File: config.mk
export PLATFORM = sky130hd
export DESIGN_NAME = grid_link_receiver
export DESIGN_NICKNAME = d
export VERILOG_FILES = /design/src/rtl/tetris_link_pkg.sv /design/src/rtl/link_sync.sv /design/src/rtl/grid_link_receiver.sv
export SDC_FILE = /design/constraint.sdc
export NUM_CORES = 1
export LEC_CHECK = 0
export ABC_CLOCK_PERIOD_IN_PS = 22600
export CAP_MARGIN = 20
export CORE_ASPECT_RATIO = 0.6
export CORE_UTILIZATION = 40
export DETAILED_ROUTE_END_ITERATION = 6
export MAX_ROUTING_LAYER = met4
export PLACE_DENSITY_LB_ADDON = 0.3
export REMOVE_ABC_BUFFERS = 1
export SKIP_LAST_GASP = 1
export SYNTH_ARGS = -nofsm -noshare
export SYNTH_HDL_FRONTEND = slang
export SYNTH_HIERARCHICAL = 1
export SYNTH_SLANG_ARGS = --single-unit
File: constraint.sdc
create_clock -name clock -period 22.6 [get_ports clock]
set_input_delay 4.52 -clock clock [delete_from_list [all_inputs] [get_ports clock]]
set_output_delay 4.52 -clock clock [all_outputs]
set_load 0.01 [all_outputs]
File: src/rtl/tetris_link_pkg.sv
// Shared constants and state encoding for the byte-wide grid link.
package tetris_link_pkg;
  localparam int GRID_W      = 256;
  localparam int LINK_BYTE_W = 8;

  typedef enum logic [1:0] {
    IDLE = 2'd0,
    RECV = 2'd1,
    DONE = 2'd2
  } link_rx_state_t;
endpackage

File: src/rtl/link_sync.sv
// Two-flop synchronizer for an asynchronous link pin, with rise detection
// against a third flop.
module link_sync (
  input  logic clock,
  input  logic reset,
  input  logic din,
  output logic rise
);
  logic [2:0] sync_sr;

  always_ff @(posedge clock or posedge reset) begin
    if (reset) sync_sr <= 3'b000;
    else       sync_sr <= {sync_sr[1:0], din};
  end

  assign rise = sync_sr[1] & ~sync_sr[2];
endmodule

File: src/rtl/grid_link_receiver.sv
// Receive end of the byte-wide grid link: start marker plus FRAME_BYTES strobed
// bytes are reassembled into the packed grid word.
module grid_link_receiver
  import tetris_link_pkg::*;
#(
  parameter int FRAME_BYTES = 32,
  parameter int TIMEOUT     = 4096
) (
  input  logic                               clock,
  input  logic                               reset,
  input  logic                               link_start,
  input  logic                               link_strobe,
  input  logic [LINK_BYTE_W-1:0]             link_data,
  output logic [LINK_BYTE_W*FRAME_BYTES-1:0] grid_out,
  output logic                               frame_valid,
  output logic                               frame_error,
  output logic                               busy,
  output logic [5:0]                         byte_count
);
  localparam int GW = LINK_BYTE_W * FRAME_BYTES;
  localparam int TW = $clog2(TIMEOUT + 1);
  localparam logic [5:0]    LAST_BYTE = 6'(FRAME_BYTES - 1);
  localparam logic [TW-1:0] IDLE_LIM  = TW'(TIMEOUT - 1);
  localparam logic [TW-1:0] IDLE_ONE  = TW'(1);

  link_rx_state_t state, state_nx;
  logic                   start_rise, strobe_rise;
  logic [LINK_BYTE_W-1:0] data_s1, data_s2;
  logic [GW-1:0]          frame_buf;
  logic [5:0]             count_nx;
  logic [TW-1:0]          idle_cnt, idle_nx;
  logic                   clear_buf, capture, load_grid, valid_nx, error_nx;

  link_sync u_start_sync  (.clock(clock), .reset(reset), .din(link_start),  .rise(start_rise));
  link_sync u_strobe_sync (.clock(clock), .reset(reset), .din(link_strobe), .rise(strobe_rise));

  // Data lane goes through the same two stages so it lines up with the strobe rise.
  always_ff @(posedge clock or posedge reset) begin
    if (reset) begin
      data_s1 <= '0;
      data_s2 <= '0;
    end else begin
      data_s1 <= link_data;
      data_s2 <= data_s1;
    end
  end

  always_ff @(posedge clock or posedge reset) begin
    if (reset) state <= IDLE;
    else       state <= state_nx;
  end

  // A start rise mid-frame outranks a simultaneous strobe, so that byte is dropped.
  always_comb begin
    state_nx  = state;
    count_nx  = byte_count;
    idle_nx   = idle_cnt;
    clear_buf = 1'b0;
    capture   = 1'b0;
    load_grid = 1'b0;
    valid_nx  = 1'b0;
    error_nx  = 1'b0;
    case (state)
      IDLE: begin
        if (start_rise) begin
          state_nx  = RECV;
          count_nx  = 6'd0;
          idle_nx   = '0;
          clear_buf = 1'b1;
        end
      end
      RECV: begin
        if (start_rise) begin
          error_nx  = 1'b1;
          count_nx  = 6'd0;
          idle_nx   = '0;
          clear_buf = 1'b1;
        end else if (strobe_rise) begin
          capture = 1'b1;
          idle_nx = '0;
          if (byte_count == LAST_BYTE) begin
            count_nx = 6'd0;
            state_nx = DONE;
          end else begin
            count_nx = byte_count + 6'd1;
          end
        end else if (idle_cnt == IDLE_LIM) begin
          error_nx = 1'b1;
          state_nx = IDLE;
          count_nx = 6'd0;
          idle_nx  = '0;
        end else begin
          idle_nx = idle_cnt + IDLE_ONE;
        end
      end
      DONE: begin
        load_grid = 1'b1;
        valid_nx  = 1'b1;
        state_nx  = IDLE;
      end
      default: state_nx = IDLE;
    endcase
  end

  always_ff @(posedge clock or posedge reset) begin
    if (reset) begin
      frame_buf   <= '0;
      grid_out    <= '0;
      byte_count  <= 6'd0;
      idle_cnt    <= '0;
      frame_valid <= 1'b0;
      frame_error <= 1'b0;
    end else begin
      if (clear_buf)    frame_buf <= '0;
      else if (capture) frame_buf[LINK_BYTE_W*byte_count +: LINK_BYTE_W] <= data_s2;
      if (load_grid)    grid_out <= frame_buf;
      byte_count  <= count_nx;
      idle_cnt    <= idle_nx;
      frame_valid <= valid_nx;
      frame_error <= error_nx;
    end
  end

  assign busy = (state == RECV);
endmodule
==> results of run 1 <==
cell usage in the layout (no fill, tap or decap), types with 20 or more instances in the layout:
master,instances
sky130_fd_sc_hd__nand2_1,20
sky130_fd_sc_hd__clkbuf_16,51
sky130_fd_sc_hd__o22ai_1,96
sky130_fd_sc_hd__dfrtp_1,557
sky130_fd_sc_hd__clkdlybuf4s50_1,276
sky130_fd_sc_hd__buf_4,30
sky130_fd_sc_hd__nand3_1,62
sky130_fd_sc_hd__mux2_2,256
sky130_fd_sc_hd__inv_1,115
sky130_fd_sc_hd__o2bb2ai_1,150
logic make-up after synthesis:
kind of cell / share of synthesized area, %
adders and majority gates: 0.2294
DFF: 63.88
xor gates and xnor gates: 0.4817
AOI/OAI and AO/OA: 13.69
buffers and inverters: 3.676
muxes: 13.57
and+or+nand+nor: 4.462
state kept, by name (all words and copies together) (netlist names):
name and count:
u_start_sync/sync_sr 3, data_s2 8, state 2, frame_valid 1, byte_count 6, grid_out 256, u_strobe_sync/sync_sr 3, idle_cnt 13
frame_error 1, data_s1 8, frame_buf 256
layer usage:
layer  routed length, µm  share of wire [%]
met3                3254                5.6
met1               27660                 47
met5                   0                  0
met2               26590                 46
met4                 839                1.4
through the flow:
stage,hold slack (ns),area (µm²)
after floorplan,0.3312,21460
after global placement,0.3327,25370
after detailed placement,0.3365,25410
after CTS,0.3491,27220
after global routing,0.3549,27220
final,0.3463,27220
final cells by class:
cell class	instances	area share, %
Clock buffer	65	5.286
Multi-Input combinational cell	771	26.13
Timing Repair Buffer	308	11.15
Inverter	117	1.641
Clock inverter	26	1.356
Tap cell	703	3.231
Sequential cell	557	51.20
path summary, 6_finish.rpt:
check / startpoint / endpoint / slack [ns] / depth (start not counted)
max in group clock: byte_count[0]$_DFFE_PP0P_ / byte_count[0] / 15.96 / 1
setup reg to reg: byte_count[0]$_DFFE_PP0P_ / frame_buf[99]$_DFFE_PP0P_ / 18.61 / 7
setup / recovery: reset / grid_out[179]$_DFFE_PP0P_ / 14.82 / 5
hold reg to reg: data_s1[1]$_DFF_PP0_ / data_s2[1]$_DFF_PP0_ / 0.35 / 0
min in group asynchronous: reset / u_start_sync/sync_sr[0]$_DFF_PP0_ / 4.33 / 2
hold / removal: data_s1[1]$_DFF_PP0_ / data_s2[1]$_DFF_PP0_ / 0.35 / 0
where the power goes:
| part | switching [W] | leakage (nW) | internal (W) |
|---|---|---|---|
| registers | 0.0000134 | 7.73 | 0.00100 |
| logic | 0.000173 | 3.55 | 0.0000539 |
| clock network | 0.000383 | 0.882 | 0.000542 |
| total | 0.000570 | 12.2 | 0.00160 |
synthesized netlist by cell type (12+ instances only):
| cell | instances | share of area (%) |
|---|---|---|
| sky130_fd_sc_hd__dfrtp_1 | 557 | 64 |
| sky130_fd_sc_hd__mux2_2 | 256 | 13 |
| sky130_fd_sc_hd__o2bb2ai_1 | 150 | 6.0 |
| sky130_fd_sc_hd__inv_1 | 116 | 2.0 |
| sky130_fd_sc_hd__o22ai_1 | 96 | 2.8 |
| sky130_fd_sc_hd__nand3_1 | 62 | 1.4 |
| sky130_fd_sc_hd__clkbuf_1 | 59 | 1.0 |
| sky130_fd_sc_hd__nand2_1 | 20 | 0.34 |
| sky130_fd_sc_hd__o21ai_0 | 16 | 0.37 |
| sky130_fd_sc_hd__nor2_1 | 14 | 0.24 |
| sky130_fd_sc_hd__a21oi_1 | 13 | 0.30 |
| sky130_fd_sc_hd__o41ai_4 | 12 | 1.5 |
critical path, stage by stage:
cell and delay [ns]:
sky130_fd_sc_hd__clkdlybuf4s50_1 0.54, sky130_fd_sc_hd__inv_8 0.63, sky130_fd_sc_hd__buf_4 0.86, sky130_fd_sc_hd__buf_4 0.76, sky130_fd_sc_hd__buf_4 0.81
==> results by group, run 1 <==
Layout
  • Number of nets in the final layout: 1821
  • FF+latch area: 13940 µm²
  • Core occupancy in the finished layout: 51.18%
  • Number of fill cells: 4437
  • Antenna fix cells: 0
  • Area used by multi-input combinational logic: 7113 µm²
  • Share of cells above drive strength 1: 23.81%
  • Fin cells: 2547
  • P&R area growth vs syn: 24.76%

Drt
  • Length of the first detailed-routing pass in iterations: 5
  • Average vias per placed instance: 5.487
  • Routed wire per std cell: 22.91 µm
  • Final wirelength: 58350 µm
  • Via Count: 13980
  • Total DRC errors in the routed layout: 0
  • Number of routed nets with antenna violations: 0
  • First DRT Iteration DRCs: 1114

Clock network
  • Root buffer selected by CTS: sky130_fd_sc_hd__clkbuf_16
  • Clock transition at the registers of the reported paths: 0.07 ns
  • Buffer levels on the longest clock path: 3
  • CTS tree: yes
  • Worst skew pair latency: 0.58 ns
  • Total of hold buffers inserted after clock tree synthesis: 0
  • Total number of clock tree sinks: 557
  • Post-cts repair resize count: 0
  • Clock H-tree levels: 2
  • CTS buffer count: 50
  • Post-CTS Setup Repair Bufs: 0

Power and ir drop
  • Power per cell area: 79.73 nW/µm²
  • Tot Pwr: 0.002170 W
  • Worst IR Drop VDD: 0.05786 mV
  • Leakage power total: 12.16 nW

Hold path
  • Type of the worst min-delay path: register to register

Critical path
  • CP arrival: 8.38 ns
  • Capturing element type of the critical path: async pin
  • Setup Crit Path Kind: input pin to async pin
  • Data required time at the worst endpoint: 23.20 ns
  • Max FO, Critical Path: 127
  • Crit path launch type: input pin

Placed design
  • HPWL after detailed placement: 38730 µm
  • Worst slack at placement: 14.03 ns
  • Final estimated routing congestion in global placement: 0.8311
  • Inst Count DP: 2456
  • Number of port buffers: 276

Floorplan
  • Placeable core area: 53190 µm²
  • Die Area: 55520 µm²
  • Count of pins on the block boundary: 277
  • Die height: 182.9 µm
  • Horiz. Die Dim: 303.5 µm
  • Site row count: 65
  • Effective utilization at floorplan: 41.02%

Timing
  • Post-Route Skew: 0.02835 ns
  • Final worst-path cycle share: 34.43%
  • Setup violations, final: 0
  • PnR worst setup slack: 14.82 ns
  • Rel. slew slack: 29.63%
  • Final number of max-transition violations: 0
  • Aggregate negative setup slack: 0 ns
  • Final hold violation count: 0
  • Minimum clock period: 7.781 ns
  • Achievable clock frequency: 0.1285 GHz
  • Slew at the pin closest to its max-slew limit: 1.044 ns
  • Setup repair after global routing missed its margin: false

Job
  • Max-cap viol count: 0

Global routing
  • Global routing usage on met3: 3.779%
  • Busiest metal layer after global routing: met1
  • Met2 Track Usage GR: 31.41%
  • Grt met1 use: 32.11%
  • GRT Total Usage: 21.67%
  • Total gr overflow: 0
  • Maximum number of pins on one net before global-route repair: 128
  • Wire length of the first global-routing pass: 88820 µm
  • Via count of the first global-routing pass: 14230
  • Initial antenna violation count: 1

Logic synthesis
  • Cell variety after synth: 72
  • #FFs+latches synth: 557
  • Mapped Cells: 1526
  • Synthesized cell area: 21820 µm²
  • Fraction of the yosys area taken by sequential cells: 63.88%
  • Post-synthesis area per instance: 14.30 µm²
  • Number of synthesized flops with an enable pin: 0
  • Share of async-settable or async-resettable flops after synthesis: 100.0%
  • Leading register cell type out of synthesis: sky130_fd_sc_hd__dfrtp_1
  • Syn. warnings: 6

Run status
  • Status: complete, no violations
(Power assumes the default switching activity.)
==> inputs of run 2 (changes only) <==
--- a/config.mk
+++ b/config.mk
@@ -5,7 +5,7 @@
 export SDC_FILE = /design/constraint.sdc
 export NUM_CORES = 1
 export LEC_CHECK = 0
-export ABC_CLOCK_PERIOD_IN_PS = 22600
+export ABC_CLOCK_PERIOD_IN_PS = 7100
 export CAP_MARGIN = 20
 export CORE_ASPECT_RATIO = 0.6
 export CORE_UTILIZATION = 40
==> constraint.sdc (replaced) <==
create_clock -name clock -period 7.1 [get_ports clock]
set_input_delay 1.42 -clock clock [delete_from_list [all_inputs] [get_ports clock]]
set_output_delay 1.42 -clock clock [all_outputs]
set_load 0.01 [all_outputs]
==> run 2 against run 1 <==
Against the previous run:
- combinational power grew to 3.0 times the previous value
- die area is the same
- core utilization shrank 0.23 points
- power grew to 3.1 times the previous value
- sequential power grew to 3.2 times the previous value
- non-clock buffer count shrank 10
- hold slack is essentially flat
- design area shrank 0.44%
- critical path depth grew 1
- clock power grew to 3.1 times the previous value
- first-iteration DRC count grew 2.3%
- global-route usage shrank 0.37 points
- critical path type is now register to register
- critical endpoint is now frame_buf[230]$_DFFE_PP0P_
==> results by group, run 2 (synthesized netlist as in run 1, its figures left out) <==
Drt
  • Length of the first detailed-routing pass in iterations: 5 (unchanged)
  • Via Count: 13850 (was 13980)
  • Average vias per placed instance: 5.449 (was 5.487)
  • Routed wire per std cell: 22.43 µm (was 22.91 µm)
  • Number of routed nets with antenna violations: 0 (unchanged)
  • First DRT Iteration DRCs: 1140 (was 1114)
  • Total DRC errors in the routed layout: 0 (unchanged)
  • Final wirelength: 57010 µm (was 58350 µm)

Layout
  • Commonest non-fill, non-tap cells in the layout: sky130_fd_sc_hd__dfrtp_1 (557), sky130_fd_sc_hd__clkdlybuf4s50_1 (276), sky130_fd_sc_hd__mux2_2 (256), sky130_fd_sc_hd__o2bb2ai_1 (150), sky130_fd_sc_hd__inv_1 (115) (unchanged)
  • Fin cells: 2541 (was 2547)
  • Number of nets in the final layout: 1812 (was 1821)
  • Most common cell after layout, fill and taps aside: sky130_fd_sc_hd__dfrtp_1 (unchanged)
  • P&R area growth vs syn: 24.21% (was 24.76%)
  • Top flop regs: frame_buf (256), grid_out (256), idle_cnt (13) (unchanged)
  • Share of cells above drive strength 1: 23.15% (was 23.81%)

Power and ir drop
  • Leakage power total: 12.08 nW (was 12.16 nW)
  • Tot Pwr: 0.006764 W (was 0.002170 W)
  • Internal power: 0.004997 W (was 0.001601 W)
  • Share of total power in sequential cells: 47.9% (was 46.9%)
  • Clock power frac: 42.0% (was 42.7%)
  • Switching power: 0.001767 W (was 0.0005698 W)
  • Worst IR Drop VDD: 0.1416 mV (was 0.05786 mV)
  • Power per cell area: 249.6 nW/µm² (was 79.73 nW/µm²)
  • Comb pwr share: 10.1% (was 10.5%)
  • Sw Ratio: 26.13% (was 26.25%)

Timing
  • Final number of max-transition violations: 0 (unchanged)
  • Rel. slew slack: 28.42% (was 29.63%)
  • Final worst-path cycle share: 58.00%
  • Final hold violation count: 0 (unchanged)
  • Minimum clock period: 4.118 ns
  • Setup repair after global routing missed its margin: false (unchanged)
  • Setup violations, final: 0 (unchanged)
  • Slew at the pin closest to its max-slew limit: 1.062 ns (was 1.044 ns)
  • Worst hold slack: 0.3467 ns (was 0.3463 ns)
  • Achievable clock frequency: 0.2428 GHz
  • Post-Route Skew: 0.02042 ns (was 0.02835 ns)

Clock network
  • Post-CTS Setup Repair Bufs: 0 (unchanged)
  • Worst skew pair latency: 0.57 ns (was 0.58 ns)
  • Clock H-tree levels: 2 (unchanged)
  • Clock transition at the registers of the reported paths: 0.07 ns (about the same)
  • CTS tree: yes (unchanged)
  • Root buffer selected by CTS: sky130_fd_sc_hd__clkbuf_16 (unchanged)
  • Buffer levels on the longest clock path: 3 (unchanged)
  • Total number of clock tree sinks: 557 (unchanged)
  • Post-cts repair resize count: 0 (unchanged)
  • CTS buffer count: 51 (was 50)
  • Total of hold buffers inserted after clock tree synthesis: 0 (unchanged)

Run status
  • Status: complete, no violations (unchanged)

Global routing
  • Initial antenna violation count: 3 (was 1)
  • Via count of the first global-routing pass: 14090 (was 14230)
  • Wire length of the first global-routing pass: 87800 µm (was 88820 µm)
  • Total gr overflow: 0 (unchanged)
  • GRT Total Usage: 21.30% (was 21.67%)
  • Maximum number of pins on one net before global-route repair: 190 (was 128)

Critical path
  • Crit path launch type: register (was input pin)
  • Slowest CP cell: sky130_fd_sc_hd__nand3_1 (was sky130_fd_sc_hd__buf_4)
  • Max FO, Critical Path: 23 (was 127)
  • Kind of cell with the highest combined delay on the critical path: simple AND/OR/NAND/NOR gates (was buffers and inverters)
  • Buf/Inv on CP: 1 (was 5)
  • CP arrival: 4.56 ns (was 8.38 ns)
  • Capturing element type of the critical path: register (was async pin)
  • Ordered list of cells on the worst path: inv_1 > ha_1 > nor3b_4 > mux2i_4 > nand3_1 > o32ai_1 (was clkdlybuf4s50_1 > inv_8 > buf_4 > buf_4 > buf_4)
  • Setup Crit Path Kind: register to register (was input pin to async pin)
  • Data required time at the worst endpoint: 7.55 ns (was 23.20 ns)
  • Largest stage delay, worst path: 0.86 ns (about the same)

Floorplan
  • Horiz. Die Dim: 303.5 µm (unchanged)
  • Count of pins on the block boundary: 277 (unchanged)
  • Die height: 182.9 µm (unchanged)
  • Die Area: 55520 µm² (unchanged)
  • Site row count: 65 (unchanged)
  • Effective utilization at floorplan: 41.02% (unchanged)
  • Placeable core area: 53190 µm² (unchanged)

Job
  • Max-cap viol count: 0 (unchanged)

Placed design
  • Inst Count DP: 2443 (was 2456)
  • Number of port buffers: 276 (unchanged)
  • Final estimated routing congestion in global placement: 0.8511 (was 0.8311)
  • HPWL after detailed placement: 38050 µm (was 38730 µm)

Hold path
  • Type of the worst min-delay path: register to register (unchanged)
[run 2: stage by stage]
step                TNS (ns)  cell area (µm²)  setup WS, ns  utilization, %
floorplan           -6896.78            21460        -9.726               -
global placement           0            25310         3.215           47.58
detailed placement         0            25310         3.024           47.58
CTS                        0            27030         3.002           50.83
global route               0            27100         2.682           50.95
finish                     0            27100         2.982           50.95
[run 2: final cells by class]
type | instances | area (µm²)
fill | 4506 | 26090
sequential | 557 | 13940
multi-input combinational | 771 | 7113
timing repair buffer | 298 | 2993
clock buffer | 72 | 1475
tap | 703 | 879.6
inverter | 117 | 446.7
clock inverter | 21 | 250.2
antenna | 2 | 5.005
[run 2: per-layer routing]
metal | wire, µm | share of wire [%] | track usage (%) | vias to the layer above
li1 | - | - | - | 6162
met1 | 27620 | 48 | 31.42 | 7244
met2 | 25660 | 45 | 30.68 | 359
met3 | 2803 | 4.9 | 3.933 | 80
met4 | 924 | 1.6 | 4.340 | 0
met5 | 0 | 0 | - | -
[run 2: worst paths after layout]
kind / start / end / slack (ns) / cells past startpoint
setup / recovery: byte_count[0]$_DFFE_PP0P_ / frame_buf[230]$_DFFE_PP0P_ / 2.98 / 6
hold / removal: u_strobe_sync/sync_sr[0]$_DFF_PP0_ / u_strobe_sync/sync_sr[1]$_DFF_PP0_ / 0.35 / 0
setup reg to reg: byte_count[0]$_DFFE_PP0P_ / frame_buf[230]$_DFFE_PP0P_ / 2.98 / 6
hold reg to reg: u_strobe_sync/sync_sr[0]$_DFF_PP0_ / u_strobe_sync/sync_sr[1]$_DFF_PP0_ / 0.35 / 0
max in group asynchronous: reset / frame_buf[28]$_DFFE_PP0P_ / 4.26 / 3
min in group asynchronous: reset / u_start_sync/sync_sr[2]$_DFF_PP0_ / 1.28 / 2
[run 2: power groups by stage]
stage / clock network, W / logic [W] / registers, W
2_1_floorplan: 0 / 0.000453 / 0.00329
3_3_place_gp: 0 / 0.000673 / 0.00329
3_5_place_dp: 0 / 0.000685 / 0.00330
4_1_cts: 0.00290 / 0.000687 / 0.00324
5_1_grt: 0.00304 / 0.000738 / 0.00324
6_report: 0.00284 / 0.000686 / 0.00324
